### config.mk
export PLATFORM = sky130hd
export DESIGN_NAME = mux_sel_sequencer
export DESIGN_NICKNAME = d
export VERILOG_FILES = /design/src/rtl/mux_pkg.sv /design/src/rtl/rr_pick.sv /design/src/rtl/mux_sel_sequencer.sv
export SDC_FILE = /design/constraint.sdc
export NUM_CORES = 1
export LEC_CHECK = 0
export ABC_AREA = 0
export BUFFER_PORTS_ARGS = -buffer_cell sky130_fd_sc_hd__buf_2
export CAP_MARGIN = 20
export CORE_UTILIZATION = 55
export CTS_BUF_LIST = sky130_fd_sc_hd__clkbuf_16
export DETAILED_ROUTE_END_ITERATION = 8
export PLACE_DENSITY_LB_ADDON = 0.05
export SETUP_SLACK_MARGIN = 0.15
export SYNTH_ARGS = -nofsm -noshare
export SYNTH_HDL_FRONTEND = slang
export SYNTH_SLANG_ARGS = --single-unit
### constraint.sdc
create_clock -name clk -period 2.8 [get_ports clk]
set_input_delay 0.28 -clock clk [delete_from_list [all_inputs] [get_ports clk]]
set_output_delay 0.28 -clock clk [all_outputs]
set_load 0.01 [all_outputs]
### src/rtl/mux_pkg.sv
// Shared constants for the mux select sequencer: channel count, select width,
// FSM state codes and the one-hot helper used to build the grant vector.
package mux_pkg;

    localparam int N_CH        = 4;
    localparam int SEL_W       = 2;
    localparam int DWELL_W_DEF = 4;

    localparam logic [0:0] ST_IDLE = 1'b0;
    localparam logic [0:0] ST_HOLD = 1'b1;

    function automatic logic [N_CH-1:0] sel_onehot(input logic [SEL_W-1:0] s);
        return {{(N_CH-1){1'b0}}, 1'b1} << s;
    endfunction

endpackage

### src/rtl/rr_pick.sv
// Combinational round-robin search: first requester starting at pointer+1,
// wrapping, with the pointer itself checked last so a lone requester is re-picked.
module rr_pick
    import mux_pkg::*;
(
    input  logic [N_CH-1:0]  req,
    input  logic [SEL_W-1:0] pointer,
    output logic             found,
    output logic [SEL_W-1:0] index
);

    logic [SEL_W-1:0] cand;

    // Walk from the farthest candidate toward pointer+1 so the nearest hit wins.
    always_comb begin
        found = 1'b0;
        index = pointer;
        cand  = pointer;
        for (int k = N_CH; k >= 1; k--) begin
            cand = pointer + SEL_W'(k);
            if (req[cand]) begin
                found = 1'b1;
                index = cand;
            end
        end
    end

endmodule

### src/rtl/mux_sel_sequencer.sv
// Round-robin select sequencer for a downstream registered 4:1 mux: grants a
// requester, holds it for dwell+1 cycles (or until it drops), then re-arbitrates.
module mux_sel_sequencer
    import mux_pkg::*;
#(
    parameter int DWELL_W = DWELL_W_DEF
) (
    input  logic               clk,
    input  logic               rst,
    input  logic               enable,
    input  logic [N_CH-1:0]    req,
    input  logic [DWELL_W-1:0] dwell,
    output logic [SEL_W-1:0]   sel,
    output logic               sel_valid,
    output logic [N_CH-1:0]    grant,
    output logic               sel_change
);

    logic [0:0]         state;
    logic [DWELL_W-1:0] cnt;
    logic [SEL_W-1:0]   ptr;
    logic               found;
    logic [SEL_W-1:0]   pick;
    logic               hold_end;
    logic               do_grant;

    rr_pick u_pick (
        .req     (req),
        .pointer (ptr),
        .found   (found),
        .index   (pick)
    );

    // In IDLE every edge is an arbitration opportunity; in HOLD only at the
    // last dwell cycle or when the granted channel withdraws its request.
    assign hold_end = (state == ST_HOLD) ? ((cnt == '0) || !req[sel]) : 1'b1;
    assign do_grant = enable && hold_end && found;

    always_ff @(posedge clk or posedge rst) begin
        if (rst) begin
            state      <= ST_IDLE;
            sel        <= '0;
            sel_valid  <= 1'b0;
            grant      <= '0;
            sel_change <= 1'b0;
            cnt        <= '0;
            ptr        <= SEL_W'(N_CH - 1);
        end else begin
            sel_change <= 1'b0;
            if (!enable) begin
                state     <= ST_IDLE;
                sel_valid <= 1'b0;
                grant     <= '0;
            end else if (do_grant) begin
                state      <= ST_HOLD;
                sel        <= pick;
                ptr        <= pick;
                grant      <= sel_onehot(pick);
                sel_valid  <= 1'b1;
                sel_change <= 1'b1;
                cnt        <= dwell;
            end else if (hold_end) begin
                state     <= ST_IDLE;
                sel_valid <= 1'b0;
                grant     <= '0;
            end else begin
                cnt <= cnt - 1'b1;
            end
        end
    end

endmodule

==> run metrics, run 1 <==
CP required=2920 ps; port bufs=18; worst skew pair latency=roughly 240 ps; vias=between 600 and 700; Max-Slew Margin vs Limit=61.8%; met1 WL=790 um; vias in the first global route=562; Final TNS setup=0 ps; crit share post-route=75.0%; worst slew pin tran=573 ps; Seq/Total Area, Yosys=between 40 and 50%; Peak VDD IR=a little over 0.6 mV; IO Pins=19; PwrDens=1010 mW/mm2; Pint=0.643 mW; Startpoint Class=flip-flop; min Tclk post-route=approximately 2100 ps; H-Tree Depth=1; fin util=around three quarters; HPWL after detailed placement=1.20 mm; Area growth, synth to finish=22.2%; reg2reg start=cnt[0]$_DFFE_PP0P_; top layer in use=met4; final WL=1.62 mm; nets@finish=105; clock power share=27.1%; crit path launch=cnt[0]$_DFFE_PP0P_; die width=40.0 um; Area after DPL=893 um2; r2r setup slk=700 ps; Placed Cells=just over 100; clk_skew=1.20 ps; CP max FO=11; post-route cell area=972 um2; Cell Area, Synth=796 um2; layout cells sized above 1=35.2%; total grt overflow=0; ranking of synthesized cells by area=dfrtp_1, dfstp_2, a32o_1; DRC=0; sw frac=34.3%; fill count=85; top-area cell type share of the netlist area=between 30 and 40%; initial antenna violation count=0; r2r endpoint=sel[1]$_DFFE_PP0P_; Hold Vio Cnt, Final=0; RSZ-0062 raised after global routing=false; clock-pin slew on the worst setup and hold paths=40 ps; ANT nets after route=0; Logic pwr share=37.5%; CTS tree=yes; multi-input logic area=just over 400 um2; post-synthesis average cell area=11.4 um2; commonest non-fill, non-tap cell in the layout=buf_2; WL met3=86 um; fin cells=106; most frequent cells in the layout=buf_2, dfrtp_1, inv_1, nand2_1, a32o_1; Core Region=0.00132 mm2; Rows=13; crit path capture type=flip-flop; clock sink total=14; initial core utilization=60.4%; reg2reg path depth=5; yosys warns=0; post-CTS resize count=0; chip height=40.0 um; Synth Instances=70; CTS Buf Count=3; fmax=476 MHz; die area=around 0.0016 mm2; Reg area=353 um2; Worst Setup EP=sel[1]$_DFFE_PP0P_; Inserted Diodes=0; Initial DRC Count=16; Hold-fix buffers, CTS=0; first-pass GRT wire length=around 2.4 mm; max cap viols=0; drt first pass iters=4; NetSw=0.336 mW; Hold Crit Class=in -> async; critical path class=reg -> reg; setup violation total in the final timing report=0; Total GRT Usage=23.0%; cell taking the most area after synthesis=dfrtp_1; vias per cell=about 6.2; Yosys cell types=35; Post-CTS Setup Repair Bufs=0; routed length per instance=15.3 um; max-slew violations=0; largest net degree at the start of global routing=15; clk buf depth=2; Post-Syn Nets=83; CTS root buf=clkbuf_16; Met2 Routed Length=734 um; critical path arrival=2220 ps; sequential share of power=a little over a third; outcome=completed; GP Congestion=0.867; Lkg Pwr=approximately 0.47 nW; synthesis-stage register bit count=14
==> how the worst min path moves through the flow <==
stage                                 to  from
global route        grant[1]$_DFFE_PP0P_   rst
finish              grant[2]$_DFFE_PP0P_   rst
global placement    grant[2]$_DFFE_PP0P_   rst
CTS                 grant[2]$_DFFE_PP0P_   rst
detailed placement  grant[0]$_DFFE_PP0P_   rst
floorplan             cnt[0]$_DFFE_PP0P_   rst
==> layer usage <==
metal  GRT usage (%)  up-vias
li1                -      315
met1            32.0      313
met2            35.5       24
met3            5.00        2
met4            7.76        0
met5               0        -
==> cells in the mapped netlist <==
cell	instances
a22o_1	1
and2b_1	1
nor2_1	2
mux2i_2	1
and2_1	1
inv_1	7
o41ai_4	1
o221a_2	1
a21oi_1	1
a31oi_1	2
nor4b_1	2
a21boi_0	1
or3b_1	1
buf_6	1
mux2_2	2
nand2_1	5
a221o_1	2
mux2i_1	3
o22a_2	1
o221ai_1	1
o21ai_0	1
o31ai_1	2
o22ai_2	1
nor3_1	2
a21oi_2	1
dfstp_2	2
or2b_2	1
o21a_1	1
a211o_1	1
ha_1	2
a22oi_1	1
a32o_1	4
dfrtp_1	12
o21bai_1	1
nand3_1	1
==> critical path: stages, from the launching register on <==
cell and delay [ps]:
dfrtp_1 370, inv_1 130, ha_1 170, or3b_1 420, a21oi_2 500, mux2_2 390
==> per-stage QoR <==
step                      setup slack, ps  hold WS [ps]  power (mW)
final                                 699          65.1       0.979
after global routing                  630           119        1.04
after CTS                             727          68.3       0.983
after detailed placement              745           326       0.713
after global placement                848           324       0.698
after floorplan                      1030           168       0.605
==> flip-flops by register name, indices dropped and copies added, names as in the netlist <==
name        count
sel_change      1
ptr             2
state           1
cnt             4
grant           4
sel             2
==> power by group through the flow <==
stage	Clock, mW	Sequential, mW	Combinational, mW
2_1_floorplan	0	0.356	0.249
3_3_place_gp	0	0.346	0.352
3_5_place_dp	0	0.348	0.365
4_1_cts	0.270	0.346	0.367
5_1_grt	0.277	0.356	0.405
6_report	0.265	0.347	0.367
==> cells by family (layout without fill, tap and decap cells) <==
kind of cell,after synthesis,after routing,share of synthesized area [%]
muxes,6,6,8.33
adders and majority gates,2,2,3.14
buffers and inverters,8,29,4.72
and+or+nand+nor,16,16,11.3
AOI/OAI and AO/OA,24,24,28.1
DFF,14,14,44.3
==> final cells by class <==
type | count | share of cell area [%]
clock buffers | 3 | 7.72
well taps | 15 | 1.93
multi-input cells | 48 | 41.7
inverters | 7 | 2.70
repair buffers | 18 | 9.27
clock inverters | 1 | 0.386
flip-flops and latches | 14 | 36.3
Note: power is estimated with default switching activity, not from simulation.
==> inputs of run 2 (changes only) <==
Settings changed: CORE_UTILIZATION 55 to 46.
Clock period 2.8 ns to 1.9 ns, I/O delays scaled along.
==> run 2 against run 1 <==
Compared with the run above:
- the flow now finishes with violations (design-rule violations)
- power grew 56%
- final cell count increased by 5.7%
- utilization fell by 7.2 points
==> run metrics, run 2 (same netlist as run 1, synthesis figures left out) <==
max cap viols=0 (unchanged); CTS Buf Count=3 (unchanged); Core Region=0.00156 mm2 (was 0.00132 mm2); vias in the first global route=667 (was 562); Inserted Diodes=0 (unchanged); IO Pins=19 (unchanged); Initial DRC Count=27 (was 16); top layer in use=met4 (unchanged); Final TNS setup=0 ps (unchanged); Pint=0.994 mW (was 0.643 mW); critical path class=reg -> reg (unchanged); clk buf depth=2 (unchanged); Area growth, synth to finish=30.5% (was 22.2%); DRC=3 (was 0); RSZ-0062 raised after global routing=true (was false); clock power share=25.4% (was 27.1%); Met2 Routed Length=858 um (was 734 um); layout cells sized above 1=41.7% (was 35.2%); drt first pass iters=6 (was 4); Logic pwr share=40.5% (was 37.5%); r2r setup slk=200 ps (was 700 ps); largest net degree at the start of global routing=15 (unchanged); die width=43.6 um (was 40.0 um); Largest regs=cnt x4, grant x4 (unchanged); Hold Vio Cnt, Final=0 (unchanged); critical path arrival=1820 ps (was 2220 ps); outcome=complete, but fails checks (was completed); initial core utilization=51.0% (was 60.4%); NetSw=0.529 mW (was 0.336 mW); routed length per instance=15.7 um (was 15.3 um); Hold Crit Class=in -> reg (was in -> async); setup violation total in the final timing report=0 (unchanged); Tot Pwr=1.52 mW (was 0.979 mW); fin util=66.6% (was 73.8%); vias per cell=5.98 (was 6.17); die area=0.00190 mm2 (was 0.00160 mm2); sw frac=34.7% (was 34.3%); most frequent cells in the layout=buf_2, dfrtp_1, inv_1 (was buf_2, dfrtp_1, inv_1, nand2_1, a32o_1); clock sink total=14 (unchanged); CP peak stage delay=420 ps (was 500 ps); worst skew pair latency=240 ps (about the same); fill count=122 (was 85); multi-input logic area=430 um2 (was 405 um2); H-Tree Depth=1 (unchanged); total grt overflow=0 (unchanged); met1 WL=824 um (was 790 um); Cell Chain, Critical Path=inv_2, ha_1, or3b_4, a21oi_4, mux2_2 (was inv_1, ha_1, or3b_1, a21oi_2, mux2_2); Buf/Inv on CP=1 (unchanged); Startpoint Class=flip-flop (unchanged); port bufs=18 (unchanged); CP required=2020 ps (was 2920 ps); nets@finish=110 (was 105); CTS root buf=clkbuf_16 (unchanged); Rows=14 (was 13); sequential share of power=34.0% (was 35.4%); CTS tree=yes (unchanged); min Tclk post-route=1700 ps (was 2100 ps); GP Congestion=0.866 (was 0.867); crit share post-route=89.3% (was 75.0%); Peak VDD IR=0.966 mV (was 0.619 mV); fmax=589 MHz (was 476 MHz); Max-Slew Margin vs Limit=66.1% (was 61.8%); vias=670 (was 654); max-slew violations=0 (unchanged); initial antenna violation count=0 (unchanged); Reg area=353 um2 (unchanged); clk_skew=4.87 ps (was 1.20 ps); Lkg Pwr=0.497 nW (was 0.466 nW); CP max FO=4 (was 11); crit path capture type=flip-flop (unchanged); worst slew pin tran=508 ps (was 573 ps); PwrDens=1470 mW/mm2 (was 1010 mW/mm2); crit-path leading delay family=simple AND/OR/NAND/NOR gates (was compound AO/OA/AOI/OAI gates); final WL=1.76 mm (was 1.62 mm); WL met3=62 um (was 86 um); commonest non-fill, non-tap cell in the layout=buf_2 (unchanged); failing checks=design-rule violations; Total GRT Usage=21.4% (was 23.0%); ANT nets after route=0 (unchanged); first-pass GRT wire length=2.97 mm (was 2.41 mm); HPWL after detailed placement=1.28 mm (was 1.20 mm); clock-pin slew on the worst setup and hold paths=50 ps (was 40 ps); Critical Path Slowest Stage Cell=or3b_4 (was a21oi_2); chip height=43.6 um (was 40.0 um)
[run 2: cell types whose count changed in the layout (fill, tap and decap cells not counted), sizes merged]
cell	delta
inv	+1
buf	+4
clkinv	-1
dlygate4sd3	+1
[run 2: cell type report]
class | instances | area share, %
Sequential cell | 14 | 34.0
Inverter | 7 | 2.53
Multi-Input combinational cell | 48 | 41.4
Clock inverter | 1 | 0.361
Tap cell | 16 | 1.93
Timing Repair Buffer | 23 | 12.5
Clock buffer | 3 | 7.23
[run 2: stage by stage]
step | hold WS, ps | worst slack, ps | std cells | area [um2]
after floorplan | 77.8 | 171 | 70 | 798
after global placement | 248 | 174 | 105 | 912
after detailed placement | 244 | 126 | 105 | 912
after CTS | 183 | 180 | 110 | 1010
after global routing | 191 | 133 | 112 | 1040
final | 183 | 203 | 112 | 1040
[run 2: worst register-to-register path: cells and delay by family, from the launching register on]
| kind | cells | cell delay, ps |
|---|---|---|
| buf+inv | 1 | 80 |
| fa+ha+maj | 1 | 130 |
| compound gates | 1 | 210 |
| mux | 1 | 350 |
| flops | 1 | 380 |
| simple gates | 1 | 420 |
[run 2: layer usage]
metal	up-vias	GRT usage, %
li1	324	-
met1	324	32.3
met2	20	31.6
met3	2	2.50
met4	0	7.50
met5	-	0
[run 2: timing repair]
item	in CTS	in global routing
resized for setup	2	4
hold endpoints to repair	12	0
hold buffers	1	0
setup buffers	0	2
endpoints found under the setup margin	2	7
pin swaps	0	1
[run 2: path summary, 6_finish.rpt]
kind | from | end | cells past startpoint
max | cnt[0]$_DFFE_PP0P_ | sel[0]$_DFFE_PP0P_ | 5
min | dwell[2] | cnt[2]$_DFFE_PP0P_ | 2
max reg2reg | cnt[0]$_DFFE_PP0P_ | sel[0]$_DFFE_PP0P_ | 5
min reg2reg | grant[0]$_DFFE_PP0P_ | grant[0]$_DFFE_PP0P_ | 1
max in group asynchronous | rst | ptr[1]$_DFFE_PP1P_ | 3
min in group asynchronous | rst | cnt[3]$_DFFE_PP0P_ | 3
[run 2: power by group through the flow]
stage | logic [mW] | registers, mW | clock network (mW)
floorplan | 0.374 | 0.526 | 0
global placement | 0.542 | 0.515 | 0
detailed placement | 0.552 | 0.517 | 0
CTS | 0.573 | 0.515 | 0.394
global route | 0.678 | 0.537 | 0.406
finish | 0.617 | 0.518 | 0.387
